===== src/rtl/bus_sync_pkg.sv =====
// Shared types and constants for the bus_sync toggle-handshake source controller.
package bus_sync_pkg;

  typedef enum logic [1:0] {IDLE, SETUP, WAIT_ACK} bus_sync_tx_state_e;

  localparam int unsigned MIN_NUMSTGS = 2;

endpackage


===== src/rtl/bit_sync.sv =====
// NUMSTGS-deep single-bit synchronizer; depth is clamped to MIN_NUMSTGS.
module bit_sync
  import bus_sync_pkg::*;
#(
  parameter int unsigned NUMSTGS = 2
) (
  input  logic clk,
  input  logic rst_n,
  input  logic i_d,
  output logic o_q
);

  localparam int unsigned STG = (NUMSTGS < MIN_NUMSTGS) ? MIN_NUMSTGS : NUMSTGS;

  logic [STG-1:0] r_sync;

  always_ff @(posedge clk or negedge rst_n) begin
    if (!rst_n) begin
      r_sync <= '0;
    end else begin
      r_sync <= {r_sync[STG-2:0], i_d};
    end
  end

  assign o_q = r_sync[STG-1];

endmodule


===== src/rtl/bus_sync_tx_ctrl.sv =====
// Source-side 2-phase req/ack controller holding a stable bus for a bus synchronizer.
// Optional watchdog enabled by defining BUS_SYNC_TIMEOUT_EN.
module bus_sync_tx_ctrl
  import bus_sync_pkg::*;
#(
  parameter int unsigned DATAWTH     = 8,
  parameter int unsigned NUMSTGS     = 2,
  parameter int unsigned SETUP_CYC   = 2,
  parameter int unsigned TIMEOUT_CYC = 1024
) (
  input  logic               clk,
  input  logic               rst_n,
  input  logic               src_valid,
  output logic               src_ready,
  input  logic [DATAWTH-1:0] src_data,
  output logic [DATAWTH-1:0] xfer_data,
  output logic               xfer_req,
  input  logic               xfer_ack_async,
  output logic               done,
  output logic               err_timeout,
  input  logic               err_clr
);

  localparam int unsigned CNTW = (SETUP_CYC > 0) ? $clog2(SETUP_CYC + 1) : 1;

  bus_sync_tx_state_e r_state;
  logic [CNTW-1:0]    r_cnt;
  logic [DATAWTH-1:0] r_data;
  logic               r_req;
  logic               r_done;
  logic               r_live;
  logic               w_ack_s;
  logic               w_accept;

  bit_sync #(.NUMSTGS(NUMSTGS)) u_ack_sync (
    .clk   (clk),
    .rst_n (rst_n),
    .i_d   (xfer_ack_async),
    .o_q   (w_ack_s)
  );

  // r_live keeps src_ready low while in reset and for the first cycle after release.
  always_ff @(posedge clk or negedge rst_n) begin
    if (!rst_n) begin
      r_live <= 1'b0;
    end else begin
      r_live <= 1'b1;
    end
  end

  assign src_ready = r_live && (r_state == IDLE);
  assign w_accept  = src_valid && src_ready;

  always_ff @(posedge clk or negedge rst_n) begin
    if (!rst_n) begin
      r_state <= IDLE;
      r_cnt   <= '0;
      r_data  <= '0;
      r_req   <= 1'b0;
      r_done  <= 1'b0;
    end else begin
      r_done <= 1'b0;
      case (r_state)
        IDLE: begin
          if (w_accept) begin
            r_data <= src_data;
            if (SETUP_CYC == 0) begin
              r_req   <= ~r_req;
              r_state <= WAIT_ACK;
            end else begin
              r_cnt   <= CNTW'(SETUP_CYC - 1);
              r_state <= SETUP;
            end
          end
        end
        SETUP: begin
          if (r_cnt == '0) begin
            r_req   <= ~r_req;
            r_state <= WAIT_ACK;
          end else begin
            r_cnt <= r_cnt - CNTW'(1);
          end
        end
        WAIT_ACK: begin
          if (w_ack_s == r_req) begin
            r_state <= IDLE;
            r_done  <= 1'b1;
          end
        end
        default: r_state <= IDLE;
      endcase
    end
  end

  assign xfer_data = r_data;
  assign xfer_req  = r_req;
  assign done      = r_done;

`ifdef BUS_SYNC_TIMEOUT_EN
  localparam int unsigned WDW = $clog2(TIMEOUT_CYC + 1);

  logic [WDW-1:0] r_wdog;
  logic           r_err;

  // Leaving WAIT_ACK always passes through IDLE/SETUP, so clearing outside WAIT_ACK
  // is the same as clearing on entry.
  always_ff @(posedge clk or negedge rst_n) begin
    if (!rst_n) begin
      r_wdog <= '0;
      r_err  <= 1'b0;
    end else begin
      if (r_state != WAIT_ACK) begin
        r_wdog <= '0;
      end else if (r_wdog != WDW'(TIMEOUT_CYC)) begin
        r_wdog <= r_wdog + WDW'(1);
      end
      if ((r_state == WAIT_ACK) && (r_wdog == WDW'(TIMEOUT_CYC - 1))) begin
        r_err <= 1'b1;
      end else if (err_clr) begin
        r_err <= 1'b0;
      end
    end
  end

  assign err_timeout = r_err;
`else
  logic w_unused;
  assign w_unused    = err_clr & (TIMEOUT_CYC != 0);
  assign err_timeout = 1'b0;
`endif

endmodule


===== config.mk =====
export PLATFORM = sky130hd
export DESIGN_NAME = bus_sync_tx_ctrl
export DESIGN_NICKNAME = d
export VERILOG_FILES = /design/src/rtl/bus_sync_pkg.sv /design/src/rtl/bit_sync.sv /design/src/rtl/bus_sync_tx_ctrl.sv
export SDC_FILE = /design/constraint.sdc
export NUM_CORES = 1
export LEC_CHECK = 0
export BUFFER_PORTS_ARGS = -buffer_cell sky130_fd_sc_hd__buf_4
export CORE_MARGIN = 1
export CORE_UTILIZATION = 45
export CTS_CLUSTER_SIZE = 30
export DETAILED_ROUTE_END_ITERATION = 12
export PLACE_DENSITY = 0.81
export SYNTH_ARGS = -nofsm -noshare
export SYNTH_HDL_FRONTEND = slang
export SYNTH_SLANG_ARGS = --single-unit

===== constraint.sdc =====
create_clock -name clk -period 2.5 [get_ports clk]
set_clock_uncertainty 0.05 [all_clocks]
set_input_delay 0.25 -clock clk [delete_from_list [all_inputs] [get_ports clk]]
set_output_delay 0.25 -clock clk [all_outputs]
set_load 0.02 [all_outputs]

* Word-level counts from Yosys, hierarchy flattened
Index checks and enable logic that the tools add are counted.
** Word-level totals
- Bits in registers :: 17
- Bits of input ports :: 13
- Output and inout bits :: 12
** Operators by class
- Add/subtract/negate cells :: 1
- Equality and inequality tests :: 7
- Mux-type cells :: 8
- Bitwise logic cells :: 1
- Reduce and logical (&&, ||, !) cells :: 9
** Operators by type and width (number)
- 2-bit 2-to-1 mux :: 4
- 2-bit inequality test, second input constant :: 4
- 2-bit one-hot mux with 3 select lines :: 1
- 3-bit AND reduction :: 2
- 2-bit logical NOT :: 2
- 2-bit one-hot mux with 2 select lines :: 1
- 2-bit AND reduction :: 2
- 2-bit by 1-bit == test with 1-bit output, second input constant :: 1
- 2-bit == test, second input constant :: 1
- 1-bit logical AND :: 2
- 1-bit 2-to-1 mux :: 2
- 2-bit nonzero test :: 1
- 2-bit by 1-bit subtractor with 2-bit output, second input constant :: 1
- 1-bit == test :: 1
- 1-bit NOT :: 1

* Depth between registers and ports, before layout
- Depth after elaboration :: 5
- Mapped depth :: 5
- Mapped depth without buffers :: 5

* Hierarchy
A second synthesis with hierarchy kept.
** Unflattened totals
- Cell total of the unflattened synthesis :: 47
- Area, all modules :: 654.4 um2
** By module, submodules not included
- bus_sync_tx_ctrl :: instances 1, cells an instance 45, area an instance 604.3 um2, seq. area each 375.4 um2
- bit_sync :: instances 1, cells an instance 2, area an instance 50.0 um2, seq. area each 50.0 um2

* Worst setup path before layout
Ideal clock, no wire load.
- Path type :: register to register
- Start point :: register r_state[0]
- End point :: register r_data[0] (netlist: xfer_data[0])
- Library setup time :: 0.125 ns
- Data arrival time :: 1.182 ns
- Slack :: 1.143 ns
- Cell stages (with the launch flop) :: 4
- Cell sequence :: dfrtp_1 > nor4bb_1 > buf_4 > mux2_2
** Between the ends
- Longest elaborated chain between the ends :: 4
** Ends and longest elaborated chain
- start: declaration :: line bus_sync_tx_ctrl.sv:26 : bus_sync_tx_state_e r_state;
- start signal: assignment :: line bus_sync_tx_ctrl.sv:56 : r_state <= IDLE;
- start signal: assignment :: line bus_sync_tx_ctrl.sv:69 : r_state <= WAIT_ACK;
- start signal: assignment :: line bus_sync_tx_ctrl.sv:72 : r_state <= SETUP;
- 2-bit logical NOT (*) :: line bus_sync_tx_ctrl.sv:51, bus_sync_tx_ctrl.sv:63
- 1-bit logical AND :: line bus_sync_tx_ctrl.sv:51 : assign src_ready = r_live && (r_state == IDLE);
- 1-bit logical AND :: line bus_sync_tx_ctrl.sv:52 : assign w_accept = src_valid && src_ready;
- 2-bit AND reduction (no source line) (*)
- end signal: assignment :: line bus_sync_tx_ctrl.sv:66 : r_data <= src_data;
- end: declaration :: line bus_sync_tx_ctrl.sv:28 : logic [DATAWTH-1:0] r_data;
Every way passes the cells marked *; elsewhere a longest branch is shown, timed or not.
A chain may end at the register's enable or synchronous reset.

* Worst setup path after layout
- Start point :: register r_cnt[0]
- End point :: register r_cnt[1]
** Between the ends
- Longest elaborated chain between the ends :: 3
- Elaborated cells between the ends (all ways) :: 6
- Those cells by class :: add/sub (1); eq/ne (1); mux (2); reduce/logical (2)
** Ends and longest elaborated chain
- start: declaration :: line bus_sync_tx_ctrl.sv:27 : logic [CNTW-1:0] r_cnt;
- start signal: assignment :: line bus_sync_tx_ctrl.sv:71 : r_cnt <= CNTW'(SETUP_CYC - 1);
- start signal: assignment :: line bus_sync_tx_ctrl.sv:81 : r_cnt <= r_cnt - CNTW'(1);
- 2-bit by 1-bit subtractor with 2-bit output or 2-bit logical NOT (tied branches) :: line bus_sync_tx_ctrl.sv:81, bus_sync_tx_ctrl.sv:77
- 2-bit 2-to-1 mux or 2-bit inequality test (tied branches)
- 2-bit one-hot mux with 2 select lines or 3-bit AND reduction (tied branches)
Parallel ways exist; a longest one is shown, timed or not. The select of a mux whose other input is x is not followed.

==> run summary <==
In this run the deepest clock path goes through 2 buffers. The end of the worst hold path is xfer_data[2]$_DFFE_PN0P_. The mapped netlist covers 654 um^2. After clock tree synthesis, the clock-pin slew on the worst setup and hold paths is 0.10 ns. The post-route DRC violation count is 0, and the count of placed standard cells including taps is 83. The worst-case vdd ir drop is 0.678 mV. The tightest hold path in the finished design has a slack of 0.129 ns.

The tools report the initial antenna violation count as 0. Setup repair after global routing left no endpoint under its margin. The analysis attributes to cell leakage a power of 0.000435 uW. In the final routed layout, each cell accounts on average for 13.3 um. The core outline area was 0.00133 mm^2. The tools report the post-detailed-routing wire length as 1.19 mm.

The total clock sinks came out at 17. The number of search-and-repair iterations in the first detailed-routing pass was 1. For the final setup slack of the worst path, the log shows 1.02 ns.

In this run the worst path has a maximum fanout of 4. In this run the tool buffered the top-level ports with 22 buffer cells. The area growth from synthesis to layout is 35.0%.

Power spread over the standard cell area amounts to 1230 mW/mm^2. The largest area contributor in the synthesized netlist is sky130_fd_sc_hd__dfrtp_1. For the peak clock frequency supported by timing, the log shows 0.674 GHz. Once the floorplan was initialized, standard cells occupied 49.1% of the core. At the worst endpoint, the arrival time is 1.63 ns. Leaving out filler cells and counting taps, the final layout contains 89. Subtracting the final worst setup slack from the clock period gives 1.48 ns. The worst hold-check path type was input port to flop. After layout, the worst path uses 59.4% of the clock period.

The global-route usage over all layers is 20.0%, and the worst setup slack for register-to-register paths is 1.02 ns. In this run the biggest area consumer among cell types represents 65.0% of the synthesized area. The share of final-layout standard cells stronger than drive strength 1 came out at 47.3%.

The number of cell instances on the worst register-to-register path is 5. The tools report the critical path endpoint category as a flop. The hold path depth is 2.

The number of top-level pins was 25. Yosys attributes the largest share of cell area to sky130_fd_sc_hd__dfrtp_1 65%, sky130_fd_sc_hd__mux2_2 14%, sky130_fd_sc_hd__nor3b_1 3.4%, sky130_fd_sc_hd__buf_4 2.3%, sky130_fd_sc_hd__inv_1 2.3%. The first global-routing pass estimated 1.88 mm of wire.

Once the clock tree was built, the resizer swapped 0 gates to a different size. Cell chosen for the clock root: sky130_fd_sc_hd__clkbuf_4. At the placement stage, the worst setup path has a slack of 1.01 ns.

After technology mapping, the gate count stands at 47. The flow ran to the end, and the final reports show no timing, DRC or antenna violations. For the starting DRC count in detailed routing, the log shows 0. For this run the aggregate overflow at the end of global routing stands at 0. The count of unique library cells instantiated by Yosys came out at 17. The count of nets left with antenna violations once routing finished came out at 0. The wire-length estimate of the detail-placed layout is 842 um. The setup violation total in the final timing report is 0, and the synthesis-stage register bit count is 17.

Sequential elements use 65.0% of the synthesized area. The die width is 40.1 um, and the required time at the worst-slack endpoint is 2.64 ns. The run gives 61 as the post-synth net total. Summed over all failing endpoints, the final setup total negative slack is 0 ns.

Summing over every cut layer, the via total after detailed routing is 432. The launching point of the worst reg2reg path was r_cnt[0]$_DFFE_PN0P_. The hold path startpoint is src_data[2].

The site row count is 13. The worst register-to-register path ends at r_cnt[1]$_DFFE_PN0P_. In this run the vertical extent of the chip is 40.1 um.

The logs give 18 for the maximum number of pins on one net before global-route repair and 89 for the number of nets in the layout. The startpoint type of the worst setup path is a flop. Number of pins exceeding their max-slew limit in the final report: 0. The tools report the count of final hold-check violations as 0. The overall power after layout is 1080 uW. The run gives 0.00161 mm^2 as the area of the die. The H-tree level count was 1. Yosys printed 0 warnings. Clock latency on the worst-skew pair, taken at its later pin, is 0.30 ns.

TritonCTS created 3 clock buffers. The tools report the number of global-route vias before repair as 423. The run gives 0 as the diode insertion count for antenna repair. The type of the worst setup path was flop to flop. Reported max-cap violation count: 0. Dividing the detail-routed via count by the number of cells gives 4.85. The post-synthesis average cell area is 13.9 um^2, and the final weighted congestion in routability-driven placement is 0.719. TritonCTS built the clock tree.
-- state kept, by name (all words and copies together) (netlist names) --
signal             cells
xfer_data              8
r_cnt                  2
r_state                2
u_ack_sync.r_sync      2
done                   1
r_live                 1
xfer_req               1
-- power by group --
| group | switching, uW | internal (uW) |
|---|---|---|
| Combinational | 231 | 238 |
| Clock | 87.5 | 62.2 |
| Sequential | 79.7 | 385 |
-- what timing repair did --
item                      4_1_cts  5_1_grt
hold endpoints to repair       17        1
hold buffers                    1        1
buffers inserted                0        0
-- synthesized netlist by cell type (all sizes together) --
| cell type | instances |
|---|---|
| dfrtp | 17 |
| mux2 | 8 |
| inv | 4 |
| nor3b | 3 |
| buf | 2 |
| conb | 2 |
| a21oi | 1 |
| a22o | 1 |
| ha | 1 |
| nand2 | 1 |
| nand3b | 1 |
| nor2 | 1 |
| nor3 | 1 |
| nor4bb | 1 |
| o21ai | 1 |
| xnor2 | 1 |
| xor2 | 1 |
-- per-stage QoR --
| stage | utilization (%) | area [um^2] |
|---|---|---|
| 5_1_grt | 66.2 | 883 |
| 3_5_place_dp | 62.8 | 837 |
| 2_1_floorplan | - | 654 |
| 6_report | 66.2 | 883 |
| 4_1_cts | 65.5 | 873 |
| 3_3_place_gp | 62.8 | 837 |
-- cells by family after synthesis --
group                    Yosys count  share of synthesized area (%)
adder cells (fa/ha/maj)            1                           1.91
other                              2                           1.15
AND/OR/NAND/NOR                    8                           8.03
multiplexers                       8                           13.8
AO/OA/AOI/OAI                      3                           2.87
XOR/XNOR                           2                           2.68
buffers and inverters              6                           4.59
flip-flops                        17                           65.0
-- cells in the final DEF, fill, tap and decap left out --
master / count
sky130_fd_sc_hd__dfrtp_1: 17
sky130_fd_sc_hd__a22o_1: 1
sky130_fd_sc_hd__inv_1: 4
sky130_fd_sc_hd__o21ai_0: 1
sky130_fd_sc_hd__nand3b_1: 1
sky130_fd_sc_hd__xor2_1: 1
sky130_fd_sc_hd__nor3_1: 1
sky130_fd_sc_hd__nor4bb_2: 1
sky130_fd_sc_hd__nand2_1: 1
sky130_fd_sc_hd__ha_1: 1
sky130_fd_sc_hd__nor2_1: 1
sky130_fd_sc_hd__a21oi_1: 1
sky130_fd_sc_hd__clkbuf_4: 3
sky130_fd_sc_hd__nor3b_1: 3
sky130_fd_sc_hd__clkbuf_1: 1
sky130_fd_sc_hd__dlygate4sd3_1: 2
sky130_fd_sc_hd__conb_1: 2
sky130_fd_sc_hd__xnor2_1: 1
sky130_fd_sc_hd__buf_4: 23
sky130_fd_sc_hd__mux2_2: 8
-- worst max-delay path, stage by stage (launching register included) --
cell and delay, ns:
sky130_fd_sc_hd__dfrtp_1 0.38, sky130_fd_sc_hd__inv_1 0.05, sky130_fd_sc_hd__ha_1 0.22, sky130_fd_sc_hd__nor3b_1 0.38, sky130_fd_sc_hd__nor2_1 0.11, sky130_fd_sc_hd__a22o_1 0.20
-- per-layer routing --
layer | wire length [um] | vias up | GRT usage (%) | part of all wire [%]
met5 | 0 | - | 0 | 0
met3 | 57 | 2 | 8.89 | 4.8
met2 | 664 | 15 | 33.9 | 56
met4 | 17 | 0 | 10.3 | 1.4
met1 | 449 | 209 | 20.7 | 38
li1 | - | 206 | - | -
-- cell type report --
cell class / count / area (um^2)
timing repair buffer: 25 / 193
tap: 15 / 18.8
multi-input combinational: 24 / 205
sequential: 17 / 425
fill: 110 / 450
inverter: 4 / 15.0
clock buffer: 4 / 26.3
-- how the worst max path moves through the flow --
stage               depth (start not counted)              startpoint                        to  slack (ns)
floorplan                                   3  r_state[0]$_DFFE_PN0P_  xfer_data[0]$_DFFE_PN0P_        1.14
CTS                                         5    r_cnt[0]$_DFFE_PN0P_      r_cnt[1]$_DFFE_PN0P_         1.0
global route                                5    r_cnt[0]$_DFFE_PN0P_      r_cnt[1]$_DFFE_PN0P_        0.87
detailed placement                          5    r_cnt[0]$_DFFE_PN0P_      r_cnt[1]$_DFFE_PN0P_        1.01
finish                                      5    r_cnt[0]$_DFFE_PN0P_      r_cnt[1]$_DFFE_PN0P_        1.02
global placement                            5    r_cnt[0]$_DFFE_PN0P_      r_cnt[1]$_DFFE_PN0P_        1.05
(Power assumes the default switching activity.)
